**config.mk**
```make
export PLATFORM = sky130hd
export DESIGN_NAME = clock_disp_scan
export DESIGN_NICKNAME = d
export VERILOG_FILES = /design/src/rtl/clock_disp_pkg.sv /design/src/rtl/clock_disp_scan_bcd_to_7seg.sv /design/src/rtl/clock_disp_scan.sv
export SDC_FILE = /design/constraint.sdc
export NUM_CORES = 1
export LEC_CHECK = 0
export ABC_CLOCK_PERIOD_IN_PS = 3050
export CORE_ASPECT_RATIO = 1.25
export CORE_MARGIN = 2
export CORE_UTILIZATION = 51
export CTS_CLUSTER_DIAMETER = 60
export CTS_CLUSTER_SIZE = 14
export DETAILED_ROUTE_END_ITERATION = 8
export GPL_ROUTABILITY_DRIVEN = 0
export GPL_TIMING_DRIVEN = 1
export PLACE_DENSITY = 0.84
export SLEW_MARGIN = 20
export SYNTH_ARGS = -nofsm -noshare
export SYNTH_HDL_FRONTEND = slang
export SYNTH_SLANG_ARGS = --single-unit
```
**constraint.sdc**
```tcl
create_clock -name clk_out -period 3.05 [get_ports clk_out]
set_input_delay 0.915 -clock clk_out [delete_from_list [all_inputs] [get_ports clk_out]]
set_output_delay 0.915 -clock clk_out [all_outputs]
set_load 0.03 [all_outputs]
```
**src/rtl/clock_disp_pkg.sv**
```systemverilog
// Shared constants for the 6-digit multiplexed display scanner:
// segment codes, digit index map and colon positions.
package clock_disp_pkg;

  typedef logic [2:0] digit_idx_t;

  localparam int NUM_DIGITS = 6;

  // Active-high segment codes {g,f,e,d,c,b,a}
  localparam logic [6:0] SEG_DIGIT [0:9] = '{
    7'h3F, 7'h06, 7'h5B, 7'h4F, 7'h66,
    7'h6D, 7'h7D, 7'h07, 7'h7F, 7'h6F
  };
  localparam logic [6:0] SEG_BLANK = 7'h00;

  localparam digit_idx_t IDX_H1 = 3'd0;
  localparam digit_idx_t IDX_H2 = 3'd1;
  localparam digit_idx_t IDX_M1 = 3'd2;
  localparam digit_idx_t IDX_M2 = 3'd3;
  localparam digit_idx_t IDX_S1 = 3'd4;
  localparam digit_idx_t IDX_S2 = 3'd5;

  // The colon is drawn with the dp of the digit left of each separator
  localparam digit_idx_t IDX_COLON_HM = IDX_H2;
  localparam digit_idx_t IDX_COLON_MS = IDX_M2;

  function automatic logic [5:0] idx_onehot(input digit_idx_t idx);
    idx_onehot = 6'b000001 << idx;
  endfunction

endpackage

```
**src/rtl/clock_disp_scan_bcd_to_7seg.sv**
```systemverilog
// Combinational BCD to 7-segment decoder, active-high; values above 9
// decode to a blank digit.
module bcd_to_7seg
  import clock_disp_pkg::*;
(
  input  logic [3:0] bcd,
  output logic [6:0] seg
);

  always_comb begin
    case (bcd)
      4'd0:    seg = SEG_DIGIT[0];
      4'd1:    seg = SEG_DIGIT[1];
      4'd2:    seg = SEG_DIGIT[2];
      4'd3:    seg = SEG_DIGIT[3];
      4'd4:    seg = SEG_DIGIT[4];
      4'd5:    seg = SEG_DIGIT[5];
      4'd6:    seg = SEG_DIGIT[6];
      4'd7:    seg = SEG_DIGIT[7];
      4'd8:    seg = SEG_DIGIT[8];
      4'd9:    seg = SEG_DIGIT[9];
      default: seg = SEG_BLANK;
    endcase
  end

endmodule

```
**src/rtl/clock_disp_scan.sv**
```systemverilog
// Multiplexed 6-digit display scanner with per-frame snapshot of the time
// digits. Optional blinking of masked digits is built when BLINK_EN is defined.
module clock_disp_scan
  import clock_disp_pkg::*;
#(
  parameter int DIV            = 1000,
  parameter bit SEG_ACTIVE_LOW = 1'b1,
  parameter int BLINK_FRAMES   = 64
) (
  input  logic       clk_out,
  input  logic       rst,
  input  logic       en,
  input  logic [3:0] h1,
  input  logic [3:0] h2,
  input  logic [3:0] m1,
  input  logic [3:0] m2,
  input  logic [3:0] s1,
  input  logic [3:0] s2,
  input  logic [5:0] blink_mask,
  output logic [6:0] seg,
  output logic       dp,
  output logic [5:0] an,
  output logic       frame_start
);

  localparam int PW = $clog2(DIV);
  localparam logic [PW-1:0] PRESC_LAST = PW'(DIV - 1);
  localparam logic [6:0] SEG_OFF = SEG_ACTIVE_LOW ? 7'h7F : 7'h00;
  localparam logic [5:0] AN_OFF  = SEG_ACTIVE_LOW ? 6'h3F : 6'h00;
  localparam logic       DP_OFF  = SEG_ACTIVE_LOW ? 1'b1 : 1'b0;

  logic [PW-1:0] presc_q, presc_d;
  digit_idx_t    idx_q, idx_d;
  logic [3:0]    shadow_q [NUM_DIGITS];
  logic [3:0]    shadow_d [NUM_DIGITS];
  logic [6:0]    seg_q, seg_d;
  logic          dp_q, dp_d;
  logic [5:0]    an_q, an_d;
  logic          frame_start_q, frame_start_d;

  logic          boundary_s;
  logic          blank_s;
  logic [3:0]    cur_bcd_s;
  logic [6:0]    dec_seg_s;

  assign boundary_s = en && (idx_q == IDX_H1) && (presc_q == '0);

  always_comb begin
    presc_d = presc_q;
    idx_d   = idx_q;
    for (int i = 0; i < NUM_DIGITS; i++) shadow_d[i] = shadow_q[i];
    if (en) begin
      if (presc_q == PRESC_LAST) begin
        presc_d = '0;
        idx_d   = (idx_q == IDX_S2) ? IDX_H1 : idx_q + 3'd1;
      end else begin
        presc_d = presc_q + 1'b1;
      end
      if (boundary_s) begin
        shadow_d[0] = h1;
        shadow_d[1] = h2;
        shadow_d[2] = m1;
        shadow_d[3] = m2;
        shadow_d[4] = s1;
        shadow_d[5] = s2;
      end
    end
  end

  // The boundary cycle shows the live h1 so the new snapshot appears at once
  always_comb begin
    case (idx_q)
      IDX_H1:  cur_bcd_s = boundary_s ? h1 : shadow_q[0];
      IDX_H2:  cur_bcd_s = shadow_q[1];
      IDX_M1:  cur_bcd_s = shadow_q[2];
      IDX_M2:  cur_bcd_s = shadow_q[3];
      IDX_S1:  cur_bcd_s = shadow_q[4];
      IDX_S2:  cur_bcd_s = shadow_q[5];
      default: cur_bcd_s = 4'hF;
    endcase
  end

  bcd_to_7seg u_dec (
    .bcd (cur_bcd_s),
    .seg (dec_seg_s)
  );

`ifdef BLINK_EN
  localparam int FW = $clog2(BLINK_FRAMES + 1);

  logic [FW-1:0] frame_cnt_q, frame_cnt_d;
  logic          blink_phase_q, blink_phase_d;

  // Counter restarts at 1 so frame 0 after reset starts the first half-period
  always_comb begin
    frame_cnt_d   = frame_cnt_q;
    blink_phase_d = blink_phase_q;
    if (boundary_s) begin
      if (frame_cnt_q == FW'(BLINK_FRAMES)) begin
        frame_cnt_d   = FW'(1);
        blink_phase_d = ~blink_phase_q;
      end else begin
        frame_cnt_d = frame_cnt_q + 1'b1;
      end
    end
  end

  assign blank_s = blink_phase_d & blink_mask[idx_q];

  always_ff @(posedge clk_out) begin
    if (!rst) begin
      frame_cnt_q   <= '0;
      blink_phase_q <= 1'b0;
    end else begin
      frame_cnt_q   <= frame_cnt_d;
      blink_phase_q <= blink_phase_d;
    end
  end
`else
  logic unused_blink_mask_s;
  assign unused_blink_mask_s = ^blink_mask;
  assign blank_s = 1'b0;
`endif

  always_comb begin
    an_d          = AN_OFF;
    seg_d         = SEG_OFF;
    dp_d          = DP_OFF;
    frame_start_d = boundary_s;
    if (en) begin
      an_d  = SEG_ACTIVE_LOW ? ~idx_onehot(idx_q) : idx_onehot(idx_q);
      seg_d = blank_s ? SEG_OFF : (SEG_ACTIVE_LOW ? ~dec_seg_s : dec_seg_s);
      if (!blank_s && (idx_q == IDX_COLON_HM || idx_q == IDX_COLON_MS)) begin
        dp_d = ~DP_OFF;
      end else begin
        dp_d = DP_OFF;
      end
    end
  end

  always_ff @(posedge clk_out) begin
    if (!rst) begin
      presc_q       <= '0;
      idx_q         <= IDX_H1;
      for (int i = 0; i < NUM_DIGITS; i++) shadow_q[i] <= 4'd0;
      an_q          <= AN_OFF;
      seg_q         <= SEG_OFF;
      dp_q          <= DP_OFF;
      frame_start_q <= 1'b0;
    end else begin
      presc_q       <= presc_d;
      idx_q         <= idx_d;
      for (int i = 0; i < NUM_DIGITS; i++) shadow_q[i] <= shadow_d[i];
      an_q          <= an_d;
      seg_q         <= seg_d;
      dp_q          <= dp_d;
      frame_start_q <= frame_start_d;
    end
  end

  assign an          = an_q;
  assign seg         = seg_q;
  assign dp          = dp_q;
  assign frame_start = frame_start_q;

endmodule

```
Word-level counts from Yosys, hierarchy flattened
Memory sizes are Yosys's and may differ from the RTL's.
Index checks and enable logic that the tools add are counted.
- register bits: 28
- bits in latches: 0
- bits in writable memories: 24
- bits in read-only memories: 112
- input port bits: 33
- output and inout bits: 15
- memories: 2
- $add $sub $neg: 2
- multiply operators: 0
- div/mod/pow operators: 0
- $lt $le $gt $ge: 0
- equal/unequal tests: 6
- shifts and indexed selects: 1
- muxes and demuxes: 15
- bitwise gates (word level): 8
- reductions and logical operators: 7
- memory list (name ; words ; bits a word ; read ports ; clocked after memory_dff ; write ports ; line ; text):
    (name not given) ; 16 ; 7 ; 1 ; 0 ; 0 ; clock_disp_scan_bcd_to_7seg.sv:11 ; case (bcd)
    shadow_q ; 6 ; 4 ; 6 ; 0 ; 6 ; clock_disp_scan.sv:34 ; logic [3:0] shadow_q [NUM_DIGITS];
- operators with widths (cell ; count):
    $mux W24 ; 2
    $mux W4 ; 7
    $pmux W4 S6 ; 1
    $add A10 B1 Y10 const B ; 1
    $eq A10 B10 Y1 const B ; 1
    $logic_not A10 Y1 ; 1
    $mux W10 ; 1
    $not A7 Y7 ; 1
    $eq A3 B2 Y1 const B ; 2
    $eq A3 B3 Y1 const B ; 2
    $not A6 Y6 ; 1
    $or A1 B1 Y1 ; 6
    $shl A1 B3 Y6 const A ; 1
    $reduce_and A2 Y1 ; 2
    $add A3 B1 Y3 const B ; 1
    $eq A3 B1 Y1 const B ; 1
    $logic_not A3 Y1 ; 1
    $mux W1 ; 3
    $mux W3 ; 1
    $logic_and A1 B1 Y1 ; 2
    $logic_or A1 B1 Y1 ; 1

Longest topological paths before layout
Gate-level depths: netlist of run 1.
An unclocked memory read counts as a cell.
- depth in word-level cells: 7
- mapped depth: 13

Cells and area by module
A second synthesis of run 1 with hierarchy kept.
- cells, all modules: 249
- area total of the unflattened synthesis: 2359.8 um2
- modules (own cells, without submodules) (module ; instances ; cells an instance ; area an instance (um2)):
    clock_disp_scan ; 1 ; 223 ; 2158.3
    bcd_to_7seg ; 1 ; 26 ; 201.4

Worst setup path before layout of run 1
Ideal clock, no wire load.
- path type: input-to-reg
- start: input en
- end: register seg_q[1] (netlist: seg[1])
- arrival: 2.550 ns
- path slack: 0.369 ns
- cell stages on the path: 10
- buffers on the path: 1
- cells stage by stage: buf_2 > and4bb_1 > nand4_4 > mux2i_1 > o211ai_1 > inv_1 > ha_1 > inv_1 > a21oi_1 > o21ai_0
- longest elaborated chain between the ends: 6
- elaborated cells between the ends (all ways): 7
- those cells by class: 2 x mux; 1 x bitwise; 3 x reduce/logical; 1 x memory
- ends and longest elaborated chain (what ; line ; text):
    start, declared ; clock_disp_scan.sv:12 ; input logic en,
    $logic_and A1 B1 Y1 (2 in series) ; clock_disp_scan.sv:46 ; assign boundary_s = en && (idx_q == IDX_H1) && (presc_q == '0);
    $mux W4 ; clock_disp_scan.sv:73 ; IDX_H1: cur_bcd_s = boundary_s ? h1 : shadow_q[0];
    $pmux W4 S6 ; clock_disp_scan.sv:72 ; case (idx_q)
    $mem_v2 Z16 W7 ; n/a ;
    $not A7 Y7 ; clock_disp_scan.sv:132 ; seg_d = blank_s ? SEG_OFF : (SEG_ACTIVE_LOW ? ~dec_seg_s : dec_seg_s);
    end signal, assigned ; clock_disp_scan.sv:155 ; seg_q <= seg_d;
    end, declared ; clock_disp_scan.sv:36 ; logic [6:0] seg_q, seg_d;
Parallel ways exist; a longest one is shown, timed or not.
A chain may end at the register's enable or synchronous reset.

Final worst setup path of run 1
Same ends and word-level chain as after synthesis.

==> flow_metrics.py, run 1 <==
metrics = {
    "run_status": {
        "outcome": "completed",
    },
    "sta": {
        "finalClockSkew_ps": 9.16,
        "report.final.slew_viol_count": 0,
        "grt_setup_unrepaired": "no",
        "slew-limit-headroom": 0.700,
        "setup_tns_ps": 0,
        "final_hold_viol_count": 0,
        "setup_viol": 0,
        "min_period_ps": 2790,
        "max_freq_mhz": 358,
        "worst_pin_slew_ps": 446,
        "fin_crit_sh": 0.916,
    },
    "final_layout": {
        "regArea_sq_mm": 0.00104,
        "multiInputGateArea_sq_mm": 0.00121,
        "syn_to_final_growth_pct": 25.2,
        "fillers": 335,
        "fin_cells": 349,
        "final_nets": 332,
        "drive_gt1_frac": 0.0859,
        "diodes": 0,
    },
    "drt": {
        "drt-total-wl_um": 4590,
        "ant_nets": 0,
        "drtPass1Iterations": 4,
        "vias": 1825,
        "wl_per_cell_um": 13.1,
        "viasPerCell": 5.23,
        "drtIter0Drc": 114,
        "drc": 0,
    },
    "global_route": {
        "grt_pass1_vias": 1763,
        "grt_pass1_wl_um": 8040,
        "grt_start_max_net_pins": 31,
        "antenna_found_initial": 0,
        "grt-ovfl-total": 0,
        "grt_usage": 0.201,
    },
    "cts": {
        "cts-root-buf": "clkbuf_8",
        "clock_latency_ps": 300,
        "cts_setup_buffers": 0,
        "clockBufferDepth": 2,
        "clk_pin_slew_ps": 80,
        "tritoncts": "yes",
        "cts.sinks": 52,
        "htree_levels": 2,
        "cts_buffers": 5,
        "hold_buffers": 0,
        "cts_resized": 0,
    },
    "worst_setup_path": {
        "path_delay_family": "buffers and inverters",
        "max_stage_delay_ps": 490,
        "setup.worst_path.end_class": "register",
        "cp_num_buf_inv": 3,
        "path_cells": "clkdlybuf4s50_1 > and4bb_1 > nand4_4 > mux2i_1 > o211ai_1 > inv_1 > ha_1 > inv_1 > a21oi_1 > o21ai_0",
        "critPathLaunchType": "input port",
        "cp_data_required_time_ps": 3230,
        "crit_type": "input port to register",
        "crit_slowest_cell": "clkdlybuf4s50_1",
        "crit_path_frequent_cell": "inv_1",
        "cp.arrival_ps": 2970,
        "crit_fanout": 5,
    },
    "logic_synthesis": {
        "synth_top_cells_by_area": "dfxtp_1 44%, mux2i_1 13%, nor2_1 7.5%, ha_1 4.3%, nand2_1 2.9%",
        "yosys.area.top_type_share": 0.443,
        "synth.distinct_cells": 45,
        "yosys.area_share.simple": 0.201,
        "netlist_instances": 248,
        "ys_seq_elements": 52,
        "yosysSeqAreaShare": 0.443,
        "synth-warning-count": 0,
        "synth_flop_cell": "dfxtp_1",
        "synthXorXnorAreaFrac": 0.0372,
        "synth_edf_count": 0,
        "yosys.area_share.adder": 0.0426,
        "syn_area_per_cell_sq_um": 9.48,
        "netlist_top_cells_count": "52 x dfxtp_1, 47 x nor2_1, 30 x mux2i_1",
        "synth_most_common_cell": "dfxtp_1",
        "synth_area_leader_cell": "dfxtp_1",
        "syn-num-nets": 289,
        "synth-compound-area-share": 0.0989,
        "netlist_area_sq_mm": 0.00235,
        "async_reset_ff_frac": 0,
        "synth_top_family_by_area": "simple AND/OR/NAND/NOR gates",
        "synthMuxAreaShare": 0.134,
    },
    "floorplan": {
        "num_rows": 27,
        "fp.dieW_um": 64.7,
        "initial_core_util": 0.532,
        "coreArea_sq_mm": 0.00443,
        "io_pins": 48,
        "die-area_sq_mm": 0.00518,
        "die_y_um": 79.9,
    },
    "run": {
        "max_cap_violations": 0,
    },
    "placement": {
        "placedCellCount": 342,
        "dp_hpwl_um": 3380,
        "port_buffers": 41,
    },
    "power": {
        "ir_drop_mv": 0.392,
        "clkPwrFrac": 0.287,
        "power_frac_seq": 0.524,
        "intPower_mw": 1.06,
        "p_per_area_mw_per_mm2": 478,
        "p_leak_nw": 1.26,
        "comb_power_share": 0.189,
        "power_switching_uw": 351,
        "switching_share": 0.250,
    },
    "hold_path": {
        "hp-class": "register to register",
    },
}
-- sequential cells by signal, indices dropped and copies added (netlist names) --
name	count
shadow_q	24
presc_q	10
seg	7
an	6
idx_q	3
dp	1
frame_start	1
-- power groups by stage --
stage / clock (mW) / sequential (mW) / combinational (mW)
floorplan: 0 / 0.771 / 0.148
global placement: 0 / 0.752 / 0.259
detailed placement: 0 / 0.753 / 0.266
CTS: 0.416 / 0.738 / 0.267
global route: 0.448 / 0.741 / 0.292
finish: 0.404 / 0.737 / 0.266
-- worst min-delay path, delay by kind of cell, from the launching register on --
family           cells  cell delay [ps]
and+or+nand+nor      1               70
muxes                1               70
DFF                  1              330
-- cells by family (layout without fill, tap and decap cells) --
kind of cell               after synthesis  count (layout)
DFF                                     52              52
and+or+nand+nor                         91              91
buffers and inverters                   24              67
adders and majority gates                8               8
AOI/OAI and AO/OA                       32              32
xor gates and xnor gates                10              10
muxes                                   31              31
-- layout make-up --
cell class | instances | area share
well taps | 58 | 0.0246
clock buffers | 7 | 0.0327
inverters | 10 | 0.0127
flip-flops and latches | 52 | 0.354
repair buffers | 50 | 0.167
multi-input cells | 172 | 0.410
-- layout by cell type (no fill, tap or decap), types with 2 or more instances in the layout --
cell	netlist	final
o21ai_0	3	3
clkdlybuf4s50_1	0	41
ha_1	8	8
a21oi_1	9	9
buf_4	0	8
a221oi_1	2	2
and4_1	2	2
xnor2_1	3	3
nor2b_1	3	3
nor2_1	47	47
o21ai_1	2	2
nand4_1	2	2
dfxtp_1	52	52
a21o_1	3	3
and3_1	2	2
o211ai_1	3	3
inv_1	10	10
nand3_1	3	3
and2_1	3	3
nand2_1	18	18
clkbuf_8	0	7
mux2i_1	30	30
xor2_1	7	7
-- per-layer routing --
metal  global-route usage  vias up  wire (um)  share of wire
met5                    0        -          0              0
met4               0.0809        0         90          0.020
met3               0.0522        8        198          0.043
met2                0.355       54       2350           0.51
met1                0.227      834       1950           0.42
li1                     -      929          -              -
-- worst paths after layout --
path,depth (start not counted),slack [ps],startpoint,to
worst max-delay path,10,260,en,seg[1]
worst min-delay path,2,500,shadow_q[2][0],shadow_q[2][0]
worst max register to register,8,330,idx_q[1],seg[0]
worst min register to register,2,500,shadow_q[2][0],shadow_q[2][0]
-- stage by stage --
| stage | cell area [sq um] | hold slack (ps) | power, mW | utilization | worst slack (ps) |
|---|---|---|---|---|---|
| after CTS | 2940 | 515 | 1.42 | 0.665 | 237 |
| after global routing | 2940 | 530 | 1.48 | 0.665 | 95.5 |
| final | 2940 | 503 | 1.41 | 0.665 | 256 |
| after detailed placement | 2850 | 493 | 1.02 | 0.643 | -77.2 |
| after floorplan | 2350 | 456 | 0.919 | - | 369 |
| after global placement | 2850 | 478 | 1.01 | 0.643 | -18.9 |
Note: power is estimated with default switching activity, not from simulation.
==> run 2: changes to the inputs <==
- CAP_MARGIN: unset -> 20
- CORE_ASPECT_RATIO: 1.25 -> 0.8
- SETUP_SLACK_MARGIN: unset -> 0.02
==> run 2 against run 1 <==
Effect of this change:
- setup slack better by 11 ps
- sequential share of layout area hardly changed
- non-clock buffer count is 2 higher
- power is 0.41% lower
- clock power hardly changed
- sequential power hardly changed
- core utilization is 1.3 points lower
- register-to-register slack better by 280 ps
- critical path depth stayed put
- first-iteration DRC count is 35% lower
- via count is 0.38% lower
==> flow_metrics.py, run 2 (synthesized netlist as in run 1, its figures left out) <==
metrics = {
    "run_status": {
        "outcome": "completed",
    },
    "sta": {
        "max_freq_mhz": 359,
        "setup_viol": 0,
        "worst_pin_slew_ps": 610,
        "slew-limit-headroom": 0.593,
        "final_hold_viol_count": 0,
        "hold-worst-slack_ps": 513,
        "setup_tns_ps": 0,
        "grt_setup_unrepaired": "no",
        "finalClockSkew_ps": 7.85,
        "report.final.slew_viol_count": 0,
        "fin_crit_sh": 0.912,
        "min_period_ps": 2780,
    },
    "cts": {
        "clockBufferDepth": 2,
        "clock_latency_ps": 300,
        "cts.sinks": 52,
        "tritoncts": "yes",
        "clk_pin_slew_ps": 90,
        "cts-root-buf": "clkbuf_8",
        "htree_levels": 2,
        "cts_buffers": 5,
        "cts_setup_buffers": 0,
        "hold_buffers": 0,
        "cts_resized": 0,
    },
    "floorplan": {
        "initial_core_util": 0.521,
        "die-area_sq_mm": 0.00518,
        "fp.dieW_um": 79.9,
        "io_pins": 48,
        "die_y_um": 64.7,
        "coreArea_sq_mm": 0.00451,
        "num_rows": 22,
    },
    "global_route": {
        "grt_pass1_vias": 1685,
        "grt-ovfl-total": 0,
        "grt_start_max_net_pins": 31,
        "grt_usage": 0.183,
        "antenna_found_initial": 0,
        "grt_pass1_wl_um": 7510,
    },
    "worst_setup_path": {
        "cp_num_buf_inv": 3,
        "setup.worst_path.end_class": "register",
        "path_delay_family": "buffers and inverters",
        "cp_data_required_time_ps": 3230,
        "crit_fanout": 6,
        "cp.arrival_ps": 2960,
        "max_stage_delay_ps": 480,
        "crit_type": "input port to register",
        "critPathLaunchType": "input port",
        "crit_slowest_cell": "clkdlybuf4s50_1",
        "path_cells": "clkdlybuf4s50_1 > and4bb_1 > nand4_4 > mux2i_1 > o211ai_1 > inv_1 > ha_1 > inv_1 > a21oi_1 > o21ai_0",
        "worstRegToRegCells": 9,
        "cp.depth": 10,
        "crit_path_frequent_cell": "inv_1",
    },
    "drt": {
        "drt-total-wl_um": 4390,
        "viasPerCell": 5.14,
        "drtPass1Iterations": 4,
        "drc": 0,
        "drtIter0Drc": 74,
        "vias": 1818,
        "wl_per_cell_um": 12.4,
        "ant_nets": 0,
    },
    "hold_path": {
        "hp-class": "register to register",
        "min_delay_path_depth": 2,
    },
    "placement": {
        "dp_hpwl_um": 3260,
        "port_buffers": 41,
    },
    "final_layout": {
        "largest_reg_flops": 24,
        "final_cell_mix": "52 x dfxtp_1, 47 x nor2_1, 41 x clkdlybuf4s50_1",
        "syn_to_final_growth_pct": 25.3,
        "diodes": 0,
        "largest_register": "shadow_q",
        "final_nets": 334,
        "final_common_cell": "dfxtp_1",
        "drive_gt1_frac": 0.0918,
    },
    "power": {
        "ir_drop_mv": 0.384,
        "p_leak_nw": 1.26,
        "p_per_area_mw_per_mm2": 475,
    },
    "run": {
        "max_cap_violations": 0,
    },
}
run 2: per-layer routing:
metal	GRT usage	part of all wire	up-vias
met3	0.0404	0.040	10
met1	0.258	0.52	830
met5	0	0	-
li1	-	-	927
met4	0.0720	0.021	0
met2	0.272	0.41	51
run 2: worst paths after layout:
| check | to | slack (ps) | startpoint |
|---|---|---|---|
| hold / removal | shadow_q[0][3] | 510 | shadow_q[0][3] |
| hold reg to reg | shadow_q[0][3] | 510 | shadow_q[0][3] |
| setup reg to reg | seg[1] | 610 | idx_q[1] |
| setup / recovery | seg[1] | 270 | en |
run 2: report_power, final:
group,leakage [nW],internal [mW],total (mW),switching (mW)
Clock,0.0445,0.185,0.404,0.219
Combinational,0.793,0.132,0.259,0.127
Sequential,0.425,0.718,0.738,0.0197
Total,1.26,1.03,1.40,0.366
run 2: layout make-up:
cell class,count,area [sq um]
clock buffers,7,86.3
clock inverters,1,7.51
well taps,60,75.1
multi-input cells,172,1210
repair buffers,52,493
fillers,376,1570
inverters,10,37.5
flip-flops and latches,52,1040
run 2: stage by stage:
stage	instance area [sq um]	std cells	worst slack [ps]	util	total power, mW
6_report	2950	354	267	0.653	1.40
5_1_grt	2950	354	161	0.653	1.47
4_1_cts	2950	354	271	0.653	1.41
3_5_place_dp	2850	346	-58.5	0.632	1.01
3_3_place_gp	2850	346	-3.51	0.632	1.01
2_1_floorplan	2350	248	369	-	0.919
run 2: worst reg2reg max path: stages (launching register included):
cell and delay [ps]:
dfxtp_1 560, and2_1 190, ha_1 170, and2b_1 250, o31ai_1 400, o211ai_4 170, ha_1 330, inv_1 40
a21oi_1 110, o21ai_0 90
==> run 3: changes to the inputs <==
- CORE_MARGIN: 2 -> unset
==> run 3 against run 2 <==
Effect of this change:
- clock-buffer cell count increased by 1
- highest routed layer unchanged
- fmax rose by 0.79%
- first-iteration DRC count up 55%
- cell count is 1.7% lower
- clock power down 2%
- combinational power barely moved
- clock skew rose by 1.1 ps
- largest power group unchanged
- hold slack lost 9.5 ps
- sequential share of layout area grew 0.36 points
- routed wire length up 4.9%
- setup slack better by 22 ps
==> flow_metrics.py, run 3 (synthesized netlist as in run 1, its figures left out) <==
metrics = {
    "sta": {
        "worst_pin_slew_ps": 632,
        "report.final.slew_viol_count": 0,
        "slew-limit-headroom": 0.579,
        "min_period_ps": 2760,
        "grt_setup_unrepaired": "no",
        "max_freq_mhz": 362,
        "setup_tns_ps": 0,
        "fin_crit_sh": 0.905,
        "fin_ws_ps": 289,
        "setup_viol": 0,
        "final_hold_viol_count": 0,
        "finalClockSkew_ps": 8.93,
    },
    "worst_setup_path": {
        "crit_type": "input port to register",
        "max_stage_delay_ps": 480,
        "crit_fanout": 6,
        "cp.arrival_ps": 2990,
        "crit_slowest_cell": "clkdlybuf4s50_1",
        "cp_data_required_time_ps": 3270,
        "setup.worst_path.end_class": "register",
        "r2r_end": "seg[1]",
        "path_cells": "clkdlybuf4s50_1 > and4bb_1 > nand4_4 > mux2i_1 > o211ai_1 > inv_1 > ha_1 > inv_1 > a21oi_1 > o21ai_0",
        "crit_path_frequent_cell": "inv_1",
        "r2r_start": "idx_q[2]",
        "rrSetupSlack_ps": 380,
        "worstRegToRegCells": 11,
        "critPathLaunchType": "input port",
    },
    "cts": {
        "clockBufferDepth": 2,
        "hold_buffers": 0,
        "tritoncts": "yes",
        "cts-root-buf": "clkbuf_8",
        "clock_latency_ps": 300,
        "htree_levels": 2,
        "clk_pin_slew_ps": 80,
        "cts.sinks": 52,
        "cts_setup_buffers": 0,
        "cts_resized": 0,
        "cts_buffers": 5,
    },
    "placement": {
        "post-place-ws_ps": -18.0,
        "port_buffers": 41,
        "dp_hpwl_um": 3330,
    },
    "hold_path": {
        "min_from": "shadow_q[0][0]",
        "min_delay_path_depth": 2,
        "hold_end": "shadow_q[0][0]",
        "hp-class": "register to register",
    },
    "drt": {
        "wl_per_cell_um": 13.2,
        "drtPass1Iterations": 4,
        "ant_nets": 0,
        "drt-total-wl_um": 4610,
        "vias": 1812,
        "drc": 0,
        "drtIter0Drc": 115,
        "viasPerCell": 5.21,
    },
    "global_route": {
        "grt_pass1_vias": 1835,
        "grt_usage": 0.210,
        "antenna_found_initial": 0,
        "grt-ovfl-total": 0,
        "grt_start_max_net_pins": 31,
        "grt_pass1_wl_um": 8230,
    },
    "floorplan": {
        "die_y_um": 62.7,
        "die-area_sq_mm": 0.00489,
        "initial_core_util": 0.546,
        "io_pins": 48,
        "num_rows": 21,
        "fp.dieW_um": 77.9,
        "coreArea_sq_mm": 0.00431,
    },
    "final_layout": {
        "fin_util": 0.677,
        "final_nets": 331,
        "drive_gt1_frac": 0.0790,
        "largest_register": "shadow_q",
        "final_common_cell": "dfxtp_1",
        "largest_reg_flops": 24,
        "syn_to_final_growth_pct": 24.0,
        "final_cell_mix": "52 x dfxtp_1, 47 x nor2_1, 41 x clkdlybuf4s50_1",
        "diodes": 0,
    },
    "power": {
        "ir_drop_mv": 0.380,
        "p_per_area_mw_per_mm2": 477,
        "p_leak_nw": 1.25,
        "power_mw": 1.39,
    },
    "run_status": {
        "outcome": "completed",
    },
    "run": {
        "max_cap_violations": 0,
    },
}
-- run 3: changes by cell type in the layout (fill, tap and decap cells not counted), sizes merged --
cell and change:
buf -3, clkbuf +1, clkinvlp -1
-- run 3: worst max-delay path by stage --
| stage | startpoint | end | slack [ps] | cells past startpoint |
|---|---|---|---|---|
| 2_1_floorplan | en | seg[1] | 370 | 10 |
| 3_3_place_gp | en | seg[1] | -4 | 10 |
| 3_5_place_dp | en | seg[1] | -20 | 10 |
| 4_1_cts | en | seg[1] | 290 | 10 |
| 5_1_grt | idx_q[2] | seg[1] | 150 | 11 |
| 6_report | en | seg[1] | 290 | 10 |
-- run 3: through the flow --
step           instances  hold slack [ps]  cell area (sq um)
4_1_cts              348              504               2920
3_5_place_dp         340              484               2830
2_1_floorplan        248              456               2350
3_3_place_gp         340              475               2830
5_1_grt              348              543               2920
6_report             348              504               2920
-- run 3: layout make-up --
cell class / instances / area (sq um)
inverter: 10 / 37.5
sequential: 52 / 1040
tap: 57 / 71.3
fill: 376 / 1390
clock buffer: 8 / 90.1
multi-input combinational: 172 / 1210
timing repair buffer: 49 / 470
-- run 3: per-layer routing --
layer / vias up / GRT usage / wire (um)
li1: 920 / - / -
met1: 843 / 0.289 / 2320
met2: 42 / 0.332 / 2090
met3: 7 / 0.0394 / 138
met4: 0 / 0.0671 / 58
met5: - / 0 / 0
-- run 3: critical path, delay by kind of cell --
kind	cells	cell delay [ps]
buffers and inverters	3	660
AOI/OAI and AO/OA	3	440
muxes	1	190
adders and majority gates	1	330
and+or+nand+nor	2	460
-- run 3: power by group --
part | switching [mW] | internal (mW) | total [mW]
Sequential | 0.0191 | 0.718 | 0.737
Combinational | 0.130 | 0.131 | 0.260
Clock | 0.208 | 0.185 | 0.394
==> RTL edit 1, RTL diff (flow settings as in run 2) <==
Change the parameter `SEG_ACTIVE_LOW` from 1'b1 to 1'b0.
--- a/src/rtl/clock_disp_scan.sv
+++ b/src/rtl/clock_disp_scan.sv
@@ -4,7 +4,7 @@
   import clock_disp_pkg::*;
 #(
   parameter int DIV            = 1000,
-  parameter bit SEG_ACTIVE_LOW = 1'b1,
+  parameter bit SEG_ACTIVE_LOW = 1'b0,
   parameter int BLINK_FRAMES   = 64
 ) (
   input  logic       clk_out,
Behaviour: not the same (Yosys sat finds a counterexample within 4 cycles, from zero or initial values and one cycle with rst low).
==> RTL edit 1 against run 2 <==
Wire length rose by 3.5%. Sequential power about the same. Sequential share of layout area grew 0.17 points. Largest cell class unchanged. Sequential cell count stayed put. Design area shrank 0.47%. Synthesized area down 2.8%. Worst setup slack worse by 81 ps. First-iteration DRC count up 35%. Clock power down 1%. Total power is 0.79% higher.
==> RTL edit 1: results (changes against run 2) <==
[outcome]
status = finished clean

[grt]
grt_pass1_wl_um = 7820  ; +4.1%
use_met2_pct = 32.3  ; +5.1 points
grt_start_max_net_pins = 29  ; -6.5%
grt.total_usage_pct = 19.4  ; +1.1 points
grt_pass1_vias = 1756  ; +4.2%
grtUsageMet3_pct = 3.95  ; -0.084 points

[route]
drt_iter0_drc = 100  ; +35%
via_per_inst = 5.23  ; +1.8%
wl_met1_um = 2210  ; -3.9%
finalWirelength_um = 4540  ; +3.5%

[final_layout]
finalNetCount = 333  ; -0.30%
final_layout_size_suffix_gt1_share_pct = 10.6  ; +1.4 points
nFillCells = 350  ; -6.9%
fin_cells = 349  ; -1.4%

[critical_path]
worstPathArrival_ps = 3110  ; +150 ps

[logic_synthesis]
synth_compound_area_share_pct = 10.1  ; +0.23 points
syn_inst = 241  ; -2.8%
ys_seq_area_share_pct = 45.5  ; +1.3 points
synthTopCellsByArea = dfxtp_1 46%, mux2i_1 11%, nor2_1 7.1%
synth.distinct_cells = 40  ; -11%
synthXorXnorAreaFrac_pct = 4.21  ; +0.49 points

[sta]
slew_headroom_pct = 68.8  ; +9.5 points

[placed_design]
dp_hpwl_um = 3170  ; -2.8%
placed_cell_area_um2 = 2840  ; -0.35%
placed_cells = 341  ; -1.4%

[pwr]
peakVddDrop_mv = 0.377  ; -1.9%
p_leak_nw = 1.24  ; -1.6%

[RTL edit 1: cell count changes after synthesis, moves of 4 or more]
cell,run 2,this run
mux2_2,0,4
nor2_1,47,43
buf_2,6,1
mux2i_1,30,26
nor3_1,0,4
[RTL edit 1: cell type report]
type                    count  area [um2]  share of cell area [%]
clock buffers               8        90.1                    3.07
repair buffers             54         520                    17.7
flip-flops and latches     52        1040                    35.5
well taps                  57        71.3                    2.43
inverters                   9        33.8                    1.15
multi-input cells         169        1180                    40.1
[RTL edit 1: final timing paths]
path / endpoint / slack [ps] / cells after the start
worst max-delay path: seg[1]$_SDFF_PN0_ / 190 / 9
worst min-delay path: shadow_q[4][2]$_SDFFE_PN0P_ / 490 / 2
worst max register to register: seg[1]$_SDFF_PN0_ / 480 / 10
worst min register to register: shadow_q[4][2]$_SDFFE_PN0P_ / 490 / 2
[RTL edit 1: report_power, final]
group	internal, mW	switching, mW
Sequential	0.718	0.0191
Combinational	0.147	0.129
Clock	0.185	0.213
Total	1.05	0.361
==> RTL edit 2, RTL diff (settings of run 2) <==
Made on the original files. The output `dp` loses its register stage (`dp_q` becomes a continuous assignment).
--- a/src/rtl/clock_disp_scan.sv
+++ b/src/rtl/clock_disp_scan.sv
@@ -145,7 +145,6 @@
       for (int i = 0; i < NUM_DIGITS; i++) shadow_q[i] <= 4'd0;
       an_q          <= AN_OFF;
       seg_q         <= SEG_OFF;
-      dp_q          <= DP_OFF;
       frame_start_q <= 1'b0;
     end else begin
       presc_q       <= presc_d;
@@ -153,10 +152,11 @@
       for (int i = 0; i < NUM_DIGITS; i++) shadow_q[i] <= shadow_d[i];
       an_q          <= an_d;
       seg_q         <= seg_d;
-      dp_q          <= dp_d;
       frame_start_q <= frame_start_d;
     end
   end
+
+  assign dp_q = dp_d;
 
   assign an          = an_q;
   assign seg         = seg_q;
Formal check against the unedited RTL: same outputs for any inputs over 10 cycles, from zero or initial values and one cycle with rst low; that may be too few to reach the edited logic, so the function may still have changed.
==> RTL edit 2 against run 2 <==
Count of clock-buffer cells in the layout down 1. Design area hardly changed. Clock power decreased by 13%. Maximum frequency up 0.12%. Sequential cell count decreased by 1. Sequential power fell by 2%. Worst setup slack better by 3.5 ps. Non-clock buffer count grew 5. Clock skew is 4.2 ps lower. Total power is 3.9% lower. Wire length grew 11%. Synthesized area shrank 1.9%. Cell count grew 1.7%. First-iteration DRC count is 43% higher. Critical path type unchanged. Highest routed layer unchanged.
==> RTL edit 2: results (changes against run 2) <==
[sta]
finalHoldViolCount = 0  ; unchanged
clock_skew_ps = 3.61  ; -4.24 ps
slew_headroom_pct = 64.5  ; +5.2 points

[clock_network]
clkTransAtPathRegs_ps = 80
post_cts_resized = 3  ; +3

[grt]
use_met2_pct = 34.3  ; +7.1 points
grt.total_usage_pct = 20.8  ; +2.5 points
grt_start_max_net_pins = 29  ; -6.5%
grt_pass1_wl_um = 8360  ; +11%
grtUsageMet3_pct = 4.66  ; +0.62 points
antenna_found_initial = 0  ; unchanged
use_met1_pct = 27.5  ; +1.7 points

[route]
vias = 1931  ; +6.2%
drt_iter0_drc = 106  ; +43%
wire_per_inst_um = 13.5  ; +9.0%
met3_length_um = 360  ; +100%
via_per_inst = 5.36  ; +4.4%
wl_met1_um = 2200  ; -4.4%
wl_met2_um = 2270  ; +25%

[final_layout]
finalNetCount = 345  ; +3.3%
final_cell_area_um2 = 2940  ; about the same
final_layout_size_suffix_gt1_share_pct = 10.6  ; +1.4 points

[logic_synthesis]
synthTopCellsByArea = dfxtp_1 44%, mux2i_1 11%, nor2_1 7.2%
ys_seq_area_share_pct = 44.2  ; about the same
synth_common_cells = 51 x dfxtp_1, 44 x nor2_1, 25 x mux2i_1
syn_nets = 293  ; +1.4%
avgSynthCellArea_um2 = 9.16  ; -3.4%
synth.distinct_cells = 46  ; +2.2%

[critical_path]
cp_max_fo = 2  ; -4
crit_path_max_incr_delay_ps = 330  ; -150 ps
worstPathArrival_ps = 2960  ; about the same
r2r-start = idx_q[1]$_SDFFE_PN0P_
crit_family = simple AND/OR/NAND/NOR gates
slowest_stage = mux2_4

[pwr]
intPower_uw = 998  ; -3.5%
p_comb_share_pct = 20.2  ; +1.7 points
p_clk_share_pct = 26.2  ; -2.6 points
peakVddDrop_mv = 0.300  ; -22%
p_leak_nw = 1.20  ; -5.1%
swShare_pct = 25.8  ; -0.32 points

[worst_hold_path]
hp-start = shadow_q[5][0]$_SDFFE_PN0P_

[placed_design]
dp_hpwl_um = 3560  ; +9.2%
dp_slack_ps = -413  ; -354 ps

[outcome]
status = finished clean

==> RTL edit 2: cells by family after synthesis <==
| logic type | after synthesis | share of synthesized area (%) |
|---|---|---|
| xor+xnor | 11 | 4.17 |
| flops | 51 | 44.2 |
| buf+inv | 20 | 3.69 |
| compound gates | 36 | 10.7 |
| simple gates | 98 | 20.4 |
| mux | 28 | 12.5 |
| fa+ha+maj | 8 | 4.34 |
==> RTL edit 2: final timing paths <==
kind	endpoint	slack (ps)	cells past startpoint
setup / recovery	seg[3]$_SDFF_PN1_	270	10
hold / removal	shadow_q[5][0]$_SDFFE_PN0P_	500	2
setup reg to reg	seg[5]$_SDFF_PN1_	290	10
hold reg to reg	shadow_q[5][0]$_SDFFE_PN0P_	500	2
==> RTL edit 2: area by class of cell <==
cell class	instances	area [um2]
clock buffers	6	72.6
repair buffers	57	527
fillers	343	1310
multi-input cells	181	1220
inverters	8	30.0
well taps	57	71.3
flip-flops and latches	51	1020
